`src/rtl/cache_arbiter_if.sv`:
```
// Bus bundle between cache_arbiter, the I/D caches and the L2 cache.
// slave: arbiter side; master: the environment driving caches and L2.
interface cache_arbiter_if #(
  parameter int unsigned LINE_W = 256,
  parameter int unsigned ADDR_W = 32
);
  logic              icache_read;
  logic [ADDR_W-1:0] icache_address;
  logic              icache_resp;
  logic [LINE_W-1:0] icache_rdata;

  logic              dcache_read;
  logic              dcache_write;
  logic [ADDR_W-1:0] dcache_address;
  logic [LINE_W-1:0] dcache_wdata;
  logic              dcache_resp;
  logic [LINE_W-1:0] dcache_rdata;

  logic              mem_read;
  logic              mem_write;
  logic [ADDR_W-1:0] mem_address;
  logic [LINE_W-1:0] mem_wdata;
  logic              mem_resp;
  logic [LINE_W-1:0] mem_rdata;

  modport slave (
    input  icache_read, icache_address,
    input  dcache_read, dcache_write, dcache_address, dcache_wdata,
    input  mem_resp, mem_rdata,
    output icache_resp, icache_rdata,
    output dcache_resp, dcache_rdata,
    output mem_read, mem_write, mem_address, mem_wdata
  );

  modport master (
    output icache_read, icache_address,
    output dcache_read, dcache_write, dcache_address, dcache_wdata,
    output mem_resp, mem_rdata,
    input  icache_resp, icache_rdata,
    input  dcache_resp, dcache_rdata,
    input  mem_read, mem_write, mem_address, mem_wdata
  );
endinterface

```
`src/rtl/cache_arbiter.sv`:
```
// Arbitrates I-cache reads and D-cache reads/writebacks onto a single L2 port.
// Define ARB_ROUND_ROBIN_EN for round-robin on contention; otherwise the D-cache always wins.
module cache_arbiter #(
  parameter int unsigned LINE_W = 256,
  parameter int unsigned ADDR_W = 32
) (
  input logic            clk,
  input logic            rst,
  cache_arbiter_if.slave bus
);

  typedef enum logic [2:0] {StIdle, StServeI, StServeD, StRespI, StRespD} state_e;

  state_e            state_q, state_d;
  logic              op_write_q, op_write_d;
  logic [ADDR_W-1:0] addr_q, addr_d;
  logic [LINE_W-1:0] wdata_q, wdata_d;
  logic [LINE_W-1:0] line_q, line_d;

  logic i_req, d_req, grant_d, take, serving;

  assign i_req   = bus.icache_read;
  assign d_req   = bus.dcache_read | bus.dcache_write;
  assign take    = (state_q == StIdle) && (i_req || d_req);
  assign serving = (state_q == StServeI) || (state_q == StServeD);

`ifdef ARB_ROUND_ROBIN_EN
  // Set when the most recent grant went to the D-cache; reset leaves it on I.
  logic last_grant_d_q, last_grant_d_d;

  assign grant_d = d_req & (~i_req | ~last_grant_d_q);

  always_comb begin
    last_grant_d_d = last_grant_d_q;
    if (take) begin
      last_grant_d_d = grant_d;
    end
  end

  always_ff @(posedge clk) begin
    if (rst) begin
      last_grant_d_q <= 1'b0;
    end else begin
      last_grant_d_q <= last_grant_d_d;
    end
  end
`else
  assign grant_d = d_req;
`endif

  // State register
  always_ff @(posedge clk) begin
    if (rst) begin
      state_q <= StIdle;
    end else begin
      state_q <= state_d;
    end
  end

  // Next-state logic
  always_comb begin
    state_d = state_q;
    unique case (state_q)
      StIdle: begin
        if (take) begin
          state_d = grant_d ? StServeD : StServeI;
        end
      end
      StServeI: begin
        if (bus.mem_resp) begin
          state_d = StRespI;
        end
      end
      StServeD: begin
        if (bus.mem_resp) begin
          state_d = StRespD;
        end
      end
      StRespI, StRespD: state_d = StIdle;
      default:          state_d = StIdle;
    endcase
  end

  // Request latch and returned line; held stable for the whole transaction.
  always_comb begin
    op_write_d = op_write_q;
    addr_d     = addr_q;
    wdata_d    = wdata_q;
    line_d     = line_q;
    if (take) begin
      if (grant_d) begin
        op_write_d = bus.dcache_write;
        addr_d     = bus.dcache_address;
        wdata_d    = bus.dcache_wdata;
      end else begin
        op_write_d = 1'b0;
        addr_d     = bus.icache_address;
        wdata_d    = '0;
      end
    end
    if (serving && bus.mem_resp) begin
      line_d = bus.mem_rdata;
    end
  end

  always_ff @(posedge clk) begin
    if (rst) begin
      op_write_q <= 1'b0;
      addr_q     <= '0;
      wdata_q    <= '0;
      line_q     <= '0;
    end else begin
      op_write_q <= op_write_d;
      addr_q     <= addr_d;
      wdata_q    <= wdata_d;
      line_q     <= line_d;
    end
  end

  // Output decode from registered state only
  always_comb begin
    bus.mem_read    = 1'b0;
    bus.mem_write   = 1'b0;
    bus.icache_resp = 1'b0;
    bus.dcache_resp = 1'b0;
    unique case (state_q)
      StServeI, StServeD: begin
        bus.mem_read  = ~op_write_q;
        bus.mem_write = op_write_q;
      end
      StRespI: bus.icache_resp = 1'b1;
      StRespD: bus.dcache_resp = 1'b1;
      default: ;
    endcase
  end

  assign bus.mem_address  = addr_q;
  assign bus.mem_wdata    = wdata_q;
  assign bus.icache_rdata = line_q;
  assign bus.dcache_rdata = line_q;

  a_mem_op_onehot: assert property (@(posedge clk) disable iff (rst)
    !(bus.mem_read && bus.mem_write));

  a_resp_onehot: assert property (@(posedge clk) disable iff (rst)
    !(bus.icache_resp && bus.dcache_resp));

endmodule

```
`src/flat_wrapper.sv`:
```
// flat-port wrapper written by rule: the top's interface ports become plain ports
module cache_arbiter_flat 
#(
  parameter int unsigned LINE_W = 256,
  parameter int unsigned ADDR_W = 32
)
  (clk, rst, bus_icache_read, bus_icache_address, bus_dcache_read, bus_dcache_write, bus_dcache_address, bus_dcache_wdata, bus_mem_resp, bus_mem_rdata, bus_icache_resp, bus_icache_rdata, bus_dcache_resp, bus_dcache_rdata, bus_mem_read, bus_mem_write, bus_mem_address, bus_mem_wdata);
  cache_arbiter_if #(.LINE_W(LINE_W), .ADDR_W(ADDR_W)) bus_i ();
  input logic clk;
  input logic rst;
  input wire logic [$bits(bus_i.icache_read)-1:0] bus_icache_read;
  input wire logic [$bits(bus_i.icache_address)-1:0] bus_icache_address;
  input wire logic [$bits(bus_i.dcache_read)-1:0] bus_dcache_read;
  input wire logic [$bits(bus_i.dcache_write)-1:0] bus_dcache_write;
  input wire logic [$bits(bus_i.dcache_address)-1:0] bus_dcache_address;
  input wire logic [$bits(bus_i.dcache_wdata)-1:0] bus_dcache_wdata;
  input wire logic [$bits(bus_i.mem_resp)-1:0] bus_mem_resp;
  input wire logic [$bits(bus_i.mem_rdata)-1:0] bus_mem_rdata;
  output wire logic [$bits(bus_i.icache_resp)-1:0] bus_icache_resp;
  output wire logic [$bits(bus_i.icache_rdata)-1:0] bus_icache_rdata;
  output wire logic [$bits(bus_i.dcache_resp)-1:0] bus_dcache_resp;
  output wire logic [$bits(bus_i.dcache_rdata)-1:0] bus_dcache_rdata;
  output wire logic [$bits(bus_i.mem_read)-1:0] bus_mem_read;
  output wire logic [$bits(bus_i.mem_write)-1:0] bus_mem_write;
  output wire logic [$bits(bus_i.mem_address)-1:0] bus_mem_address;
  output wire logic [$bits(bus_i.mem_wdata)-1:0] bus_mem_wdata;
  assign bus_i.icache_read = bus_icache_read;
  assign bus_i.icache_address = bus_icache_address;
  assign bus_i.dcache_read = bus_dcache_read;
  assign bus_i.dcache_write = bus_dcache_write;
  assign bus_i.dcache_address = bus_dcache_address;
  assign bus_i.dcache_wdata = bus_dcache_wdata;
  assign bus_i.mem_resp = bus_mem_resp;
  assign bus_i.mem_rdata = bus_mem_rdata;
  assign bus_icache_resp = bus_i.icache_resp;
  assign bus_icache_rdata = bus_i.icache_rdata;
  assign bus_dcache_resp = bus_i.dcache_resp;
  assign bus_dcache_rdata = bus_i.dcache_rdata;
  assign bus_mem_read = bus_i.mem_read;
  assign bus_mem_write = bus_i.mem_write;
  assign bus_mem_address = bus_i.mem_address;
  assign bus_mem_wdata = bus_i.mem_wdata;
  cache_arbiter #(.LINE_W(LINE_W), .ADDR_W(ADDR_W)) u_core (.clk(clk), .rst(rst), .bus(bus_i));
endmodule
```
`config.mk`:
```
export PLATFORM = sky130hd
export DESIGN_NAME = cache_arbiter_flat
export DESIGN_NICKNAME = d
export VERILOG_FILES = /design/src/rtl/cache_arbiter_if.sv /design/src/rtl/cache_arbiter.sv /design/src/flat_wrapper.sv
export SDC_FILE = /design/constraint.sdc
export NUM_CORES = 1
export LEC_CHECK = 0
export ABC_AREA = 0
export BUFFER_PORTS_ARGS = -buffer_cell sky130_fd_sc_hd__buf_2
export CORE_AREA = 2 2 541 543
export DETAILED_ROUTE_END_ITERATION = 16
export DIE_AREA = 0 0 543 545
export HOLD_SLACK_MARGIN = 0.06
export PLACE_DENSITY = 0.32
export SKIP_LAST_GASP = 1
export SYNTH_ARGS = -nofsm -noshare
export SYNTH_HDL_FRONTEND = slang
export SYNTH_SLANG_ARGS = --single-unit
```
`constraint.sdc`:
```
create_clock -name clk -period 1.5 [get_ports clk]
set_clock_uncertainty 0.15 [all_clocks]
set_input_delay 0.15 -clock clk [delete_from_list [all_inputs] [get_ports clk]]
set_output_delay 0.15 -clock clk [all_outputs]
set_load 0.1 [all_outputs]
```
## Word-level counts from Yosys, hierarchy flattened

Cells that the tools add are included.

| storage, ports and cells | value |
|---|---|
| flip-flop bits (word level) | 548 |
| input port bits | 582 |
| output and inout port bits | 804 |
| word-level logic and storage cells | 33 |

| cells by class | value |
|---|---|
| eq/ne operators | 7 |
| muxes and demuxes | 12 |
| bitwise gates (word level) | 2 |
| reductions and logical operators | 7 |

Operators by type and width:

| kind | number |
|---|---|
| 256-bit 2-to-1 mux | 1 |
| 32-bit 2-to-1 mux | 1 |
| 3-bit 2-to-1 mux | 3 |
| 3-bit one-hot mux with 3 select lines | 1 |
| 3-bit by 2-bit == test with 1-bit output (second input constant) | 2 |
| 1-bit 2-to-1 mux | 5 |
| 2-bit inequality test (second input constant) | 2 |
| 3-bit by 1-bit == test with 1-bit output (second input constant) | 1 |
| 3-bit == test (second input constant) | 1 |
| 3-bit logical NOT | 1 |
| 3-bit AND reduction | 1 |
| 1-bit logical AND | 2 |
| 1-bit logical OR | 2 |
| 2-bit 2-to-1 mux | 1 |
| 2-bit by 1-bit inequality test with 1-bit output (second input constant) | 1 |
| 2-bit OR reduction | 1 |
| 1-bit NOT | 1 |
| 1-bit OR | 1 |

## Logic depth before layout (Yosys ltp)

Gate-level depths: netlist (run 1).

| logic depth | value |
|---|---|
| depth after elaboration | 5 |
| depth in mapped cells | 7 |
| mapped depth without buffers | 3 |

## Least setup slack after synthesis (run 1)

Ideal clock, no wire load.

| timing path | value |
|---|---|
| path kind | register -> output |
| start point | register u_core.state_q[0] |
| end point | output port bus_mem_write |
| data arrival time | 2.802 ns |
| data required time | 1.200 ns |
| slack | -1.602 ns |
| cell stages (with the launch flop) | 4 |
| path buffers | 1 |
| cell sequence | dfxtp_1 > buf_2 > xnor2_1 > nor3b_1 |

| on the way | value |
|---|---|
| cells in the longest elaborated chain, start to end | 3 |
| elaborated cells between the ends (all ways) | 4 |
| those cells by class | eq/ne (2); mux (1); reduce/logical (1) |

Ends and longest elaborated chain:

| element | RTL line | source |
|---|---|---|
| from (decl) | cache_arbiter.sv:14 | `state_e state_q, state_d;` |
| from (signal assigned) | cache_arbiter.sv:54 | `state_q <= StIdle;` |
| from (signal assigned) | cache_arbiter.sv:56 | `state_q <= state_d;` |
| 3-bit by 2-bit == test with 1-bit output / 3-bit by 1-bit == test with 1-bit output (equally long branches) | cache_arbiter.sv:126 | `unique case (state_q)` |
| 2-bit OR reduction * | cache_arbiter.sv:126 |  |
| 1-bit 2-to-1 mux * | cache_arbiter.sv:126 |  |
| to (decl) | flat_wrapper.sv:24 | `output wire logic [$bits(bus_i.mem_write)-1:0] bus_mem_write;` |

Mark *: on every way between the ends. The rest lies on a longest branch, timed or not.

==> results.ini, run 1 <==
[setup_path]
worstSetupPathType = input pin to flip-flop
endpoint_kind = flip-flop
critPathArrivalTime_ps = 2690
path_buf_inv = 5
cp_max_fo = 52
cpPeakStageDelay_ps = 1120
reg2regPathDepth = 9
path_cells = buf_8 -> dlygate4sd3_1 -> buf_12 -> buf_12 -> nand2b_1 -> dlygate4sd3_1 -> mux2i_1
crit_cells = 7
cp-startpoint = rst
reg2reg_from = u_core.state_q[0]$_SDFFE_PP0P_
cp-start-kind = input pin
crit_family = buffers and inverters
critPathSlowestCell = dlygate4sd3_1
required_ps = 1980

[layout]
multi_input_area_um2 = 11670
layout.nets = 5652
layout-drive-gt1-share_pct = 46.12
nFillCells = 30910
area_growth_syn_to_layout_pct = 158.0
final-seq-area_um2 = 11990
finish.instance_area_um2 = 64090

[global_routing]
antenna_found_initial = 99
grt_max_degree = 85
track_usage_pct = 13.10
grt_pass1_vias = 30920
grt_pass1_wl_um = 268800
grt_overflow = 0

[clocking]
clockRootBuffer = clkbuf_16
cts_made_buffers = 80
htreeDepth = 3
clkLatencyLatePin_ps = 770
clk_pin_slew_ps = 60
clkSinkCount = 548
cts_tree = built
cts_max_path_buffers = 4

[drt]
drcViolationCount = 0
avgRoutedWirePerCell_um = 23.04
vias_per_cell = 3.306
vias = 29970
first_iter_violations = 1491
antenna_left = 0
dr.pass1.iters = 5
wirelength_um = 208900

[timing]
rsz0062_at_grt = true
final_hold_viol_count = 0
maxSlewHeadroom_pct = 42.10
slew_violations = 0
finalSetupTns_ps = -381930
finalSetupViolations = 1352
fin_crit_ps = 2215
fin_crit_sh_pct = 147.7
fmax_ghz = 0.4515
worstMarginPinSlew_ps = 865.6
setup_ws_ps = -715.0

[power]
leakage_uw = 0.02450
ir_drop_mv = 0.7191
p_per_area_nw_per_um2 = 1015
power_uw = 65070

[yosys]
synth-seq-cells = 548
ys_types = 26
synthArstFlopShare_pct = 0
synth_warnings = 0
syn_inst = 2746
avgSynthCellArea_um2 = 9.047
ys_seq_area_share_pct = 44.16
synth_area_um2 = 24840
synth-edff-count = 0
yosys_most_used_dff = dfxtp_1
syn-num-nets = 3328

[placement]
dp_hpwl_um = 159500
placed_area_um2 = 39510
gp_congestion = 0.8775
post-place-ws_ps = -463.8
io_buffers = 1385

[job]
timing.max_cap.violations = 0

[floorplan]
ios = 1386
num_rows = 198
core_um2 = 290100
die_h_um = 545
die_area_um2 = 295900
start_util_pct = 8.563
die_x_um = 543

[worst_hold_path]
whs_path_depth = 4
hold_class = input pin to flip-flop
min_from = bus_dcache_wdata[226]

[run_status]
violations = setup timing
status = finished with violations

## sequential cells by signal, indices dropped and copies added, names as in the netlist
name,flops
u_core.bus.mem_address,32
u_core.op_write_q,1
u_core.bus.mem_wdata,256
u_core.state_q,3
u_core.bus.dcache_rdata,256
## layout make-up
type	instances	share of cell area, %
Sequential cell	548	18.70
Antenna cell	39	0.1523
Tap cell	3900	7.614
Clock inverter	20	0.3124
Timing Repair Buffer	2750	51.41
Multi-Input combinational cell	1690	18.21
Clock buffer	118	3.596
## per-layer routing
| layer | wire length (um) | global-route usage [%] |
|---|---|---|
| met4 | 8334 | 4.990 |
| met2 | 99750 | 22.03 |
| met5 | 241 | 0 |
| met1 | 85010 | 15.53 |
| met3 | 15520 | 3.978 |
## cell usage in the layout, fill, tap and decap left out, types with 39 or more instances in the layout
cell type and count:
clkbuf_16 110, diode_2 39, mux2i_1 250, nand2b_1 513, buf_4 164, a21oi_1 247, nand2_1 67, dlygate4sd3_1 1047
o21ai_2 77, o21ai_1 147, nand3_1 229, buf_2 636, dfxtp_4 240, a21oi_2 44, dfxtp_1 215, dfxtp_2 93
buf_12 786
## where the power goes
part / internal (uW) / switching (uW) / total (uW)
Sequential: 15600 / 1870 / 17500
Clock: 11000 / 7770 / 18800
Combinational: 11300 / 17500 / 28800
Total: 37900 / 27100 / 65100
## stage by stage
stage	util (%)	std cells	hold WS, ps
5_1_grt	22.08	9055	78.74
3_3_place_gp	13.62	7718	254.6
2_1_floorplan	-	2746	136.0
3_5_place_dp	13.62	7718	261.6
4_1_cts	21.26	8973	61.10
6_report	22.09	9065	124.7
## worst min-delay path, stage by stage
cell	delay (ps)
dlygate4sd3_1	540
buf_2	150
nand3_2	80
a21oi_1	60
## Yosys cell counts, types with 2 or more instances
cell type / n / area, um2
dfxtp_1: 548 / 10970
nand2b_1: 513 / 3209
a21oi_1: 291 / 1456
buf_4: 260 / 1952
nand3_1: 257 / 1286
mux2i_1: 256 / 2562
o21ai_1: 218 / 1091
clkbuf_1: 117 / 439.2
buf_2: 74 / 370.4
nand2_1: 67 / 251.5
buf_6: 56 / 630.6
o21ai_0: 39 / 195.2
a311oi_1: 32 / 280.3
nor2_1: 4 / 15.01
nor3_1: 2 / 10.01
nor4_1: 2 / 12.51
## repair_timing
action,in CTS,in global routing
cloned,27,37
pin swaps,15,55
setup endpoints to repair,1349,1352
endpoints found under the hold margin,548,190
hold buffers,1045,3
setup buffers,46,35
resized for setup,2256,360
## logic make-up (layout without fill, tap and decap cells)
logic type / after synthesis / count (layout) / share of synthesized area [%]
xor gates and xnor gates: 1 / 1 / 0.03526
muxes: 256 / 256 / 10.31
and+or+nand+nor: 853 / 853 / 19.61
buffers and inverters: 508 / 2888 / 13.71
DFF: 548 / 548 / 44.16
other: 0 / 39 / 0
AOI/OAI and AO/OA: 580 / 580 / 12.17
## path summary, 6_finish.rpt
check	end	slack (ps)
setup / recovery	u_core.bus.dcache_rdata[194]$_SDFFE_PP0P_	-720
hold reg to reg	u_core.bus.dcache_rdata[117]$_SDFFE_PP0P_	330
hold / removal	u_core.bus.mem_wdata[226]$_SDFFE_PP0P_	120
setup reg to reg	u_core.bus.dcache_rdata[47]$_SDFFE_PP0P_	-630
Note: power is estimated with default switching activity, not from simulation.
==> run 2, diff against run 1 <==
Settings changed: PLACE_DENSITY 0.32 to 0.31.
==> run 2 against run 1 <==
Compared with the run above:
- the flow still finishes with violations (setup timing)
- die area stayed put
- hold slack got worse by 13 ps
- count of clock-buffer cells in the layout shrank 1
- global-route usage shrank 0.37 points
- register-to-register slack better by 80 ps
- sequential power about the same
- fmax increased by 1.3%
- sequential share of layout area up 0.58 points
- largest cell class unchanged
- highest routed layer unchanged
==> results.ini, run 2 (synthesis gave the netlist of run 1 again) <==
[global_routing]
grt_max_degree = 70
grt_pass1_vias = 30160
grt_pass1_wl_um = 260300
grt_overflow = 0
track_usage_pct = 12.72
antenna_found_initial = 102

[power]
p_per_area_nw_per_um2 = 1071
power_uw = 64150
leakage_uw = 0.02363
ir_drop_mv = 0.8235

[drt]
drcViolationCount = 0
wirelength_um = 201000
vias = 29900
vias_per_cell = 3.313
dr.pass1.iters = 5
antenna_left = 0
first_iter_violations = 1376
avgRoutedWirePerCell_um = 22.27

[layout]
layout-drive-gt1-share_pct = 49.22
area_growth_syn_to_layout_pct = 141.1
layout_common_cells = dlygate4sd3_1 (1,009), buf_2 (950), nand2b_1 (513)
final_common_cell = dlygate4sd3_1
layout.nets = 5615

[job]
timing.max_cap.violations = 0

[clocking]
clk_pin_slew_ps = 50
htreeDepth = 3
clkSinkCount = 548
cts_made_buffers = 79
cts_tree = built
clockRootBuffer = clkbuf_16
clkLatencyLatePin_ps = 790
cts_max_path_buffers = 4

[timing]
fin_crit_ps = 2187
fmax_ghz = 0.4572
rsz0062_at_grt = true
setup_ws_ps = -687.4
finalSetupViolations = 1350
worstMarginPinSlew_ps = 661.1
maxSlewHeadroom_pct = 55.78
final_hold_viol_count = 0
slew_violations = 0
fin_crit_sh_pct = 145.8

[placement]
io_buffers = 1385
post-place-ws_ps = -464.6
dp_hpwl_um = 157100
gp_congestion = 0.8689

[setup_path]
required_ps = 1200
worstSetupPathType = flip-flop to output pin
path_buf_inv = 2
critPathArrivalTime_ps = 1890
crit_family = flip-flops
endpoint_kind = output pin
critPathSlowestCell = dfxtp_4
cp_max_fo = 2
path_cells = xnor2_4 -> buf_6 -> nor3b_4 -> buf_12
cpPeakStageDelay_ps = 360
cp-start-kind = flip-flop

[floorplan]
ios = 1386
core_um2 = 290100
die_h_um = 545
start_util_pct = 8.563
die_area_um2 = 295900
die_x_um = 543
num_rows = 198

[worst_hold_path]
hold_class = input pin to flip-flop

[run_status]
status = finished with violations
violations = setup timing

run 2: changes by cell type in the layout (fill, tap and decap cells not counted), sizes merged:
cell         previous run  this run
buf                  1673      1685
dlygate4sd3          1047      1009
clkbuf                148       137
bufinv                  2         5
inv                     5         2
clkinv                 11        12
diode                  39        36
clkinvlp                2         1
run 2: timing repair:
item,in CTS,in global routing
hold buffers,1002,8
gates resized for setup,936,521
endpoints found under the hold margin,548,178
pin swaps,33,124
setup endpoints to repair,1349,1351
setup buffers,36,41
gates cloned,39,26
run 2: tightest hold or removal path, cell delays in order:
cell and delay (ps):
dlygate4sd3_1 530, buf_2 120, nand3_2 100, a21oi_1 70
run 2: final timing paths:
path	slack [ps]	start	endpoint	depth (start not counted)
worst max-delay path	-690	u_core.state_q[1]$_SDFFE_PP0P_	bus_mem_write	4
worst min-delay path	110	bus_dcache_wdata[229]	u_core.bus.mem_wdata[229]$_SDFFE_PP0P_	4
worst max register to register	-550	u_core.state_q[1]$_SDFFE_PP0P_	u_core.bus.dcache_rdata[237]$_SDFFE_PP0P_	9
worst min register to register	310	u_core.bus.mem_wdata[216]$_SDFFE_PP0P_	u_core.bus.mem_wdata[216]$_SDFFE_PP0P_	2
run 2: power by group:
group | switching, uW | leakage [uW] | internal [uW]
clock network | 7710 | 0.00127 | 11500
logic | 17700 | 0.0177 | 9910
registers | 1580 | 0.00465 | 15700
run 2: cell type report:
class                      instances  area (um2)
tap                             3900        4880
fill                           31640      230200
clock buffer                     117        2311
clock inverter                    20       260.3
timing repair buffer            2714       27960
multi-input combinational       1690       12840
sequential                       548       11550
antenna                           36       90.09
run 2: metrics by stage:
stage	area [um2]	hold slack [ps]	TNS, ps	util, %	instances
2_1_floorplan	25310	136.0	-62570	-	2746
3_5_place_dp	39330	260.1	-177770	13.56	7720
3_3_place_gp	39330	256.6	-168650	13.56	7720
5_1_grt	59860	62.46	-550740	20.63	9011
4_1_cts	56790	60.72	-556610	19.58	8932
6_report	59890	111.5	-438290	20.65	9025
run 2: routing by layer:
| metal | routed length (um) | vias up | GRT usage (%) |
|---|---|---|---|
| met1 | 81790 | 14450 | 15.09 |
| met3 | 15280 | 332 | 4.032 |
| met4 | 7065 | 36 | 4.390 |
| met2 | 96660 | 1290 | 21.49 |
| li1 | - | 13800 | - |
| met5 | 221 | - | 0 |
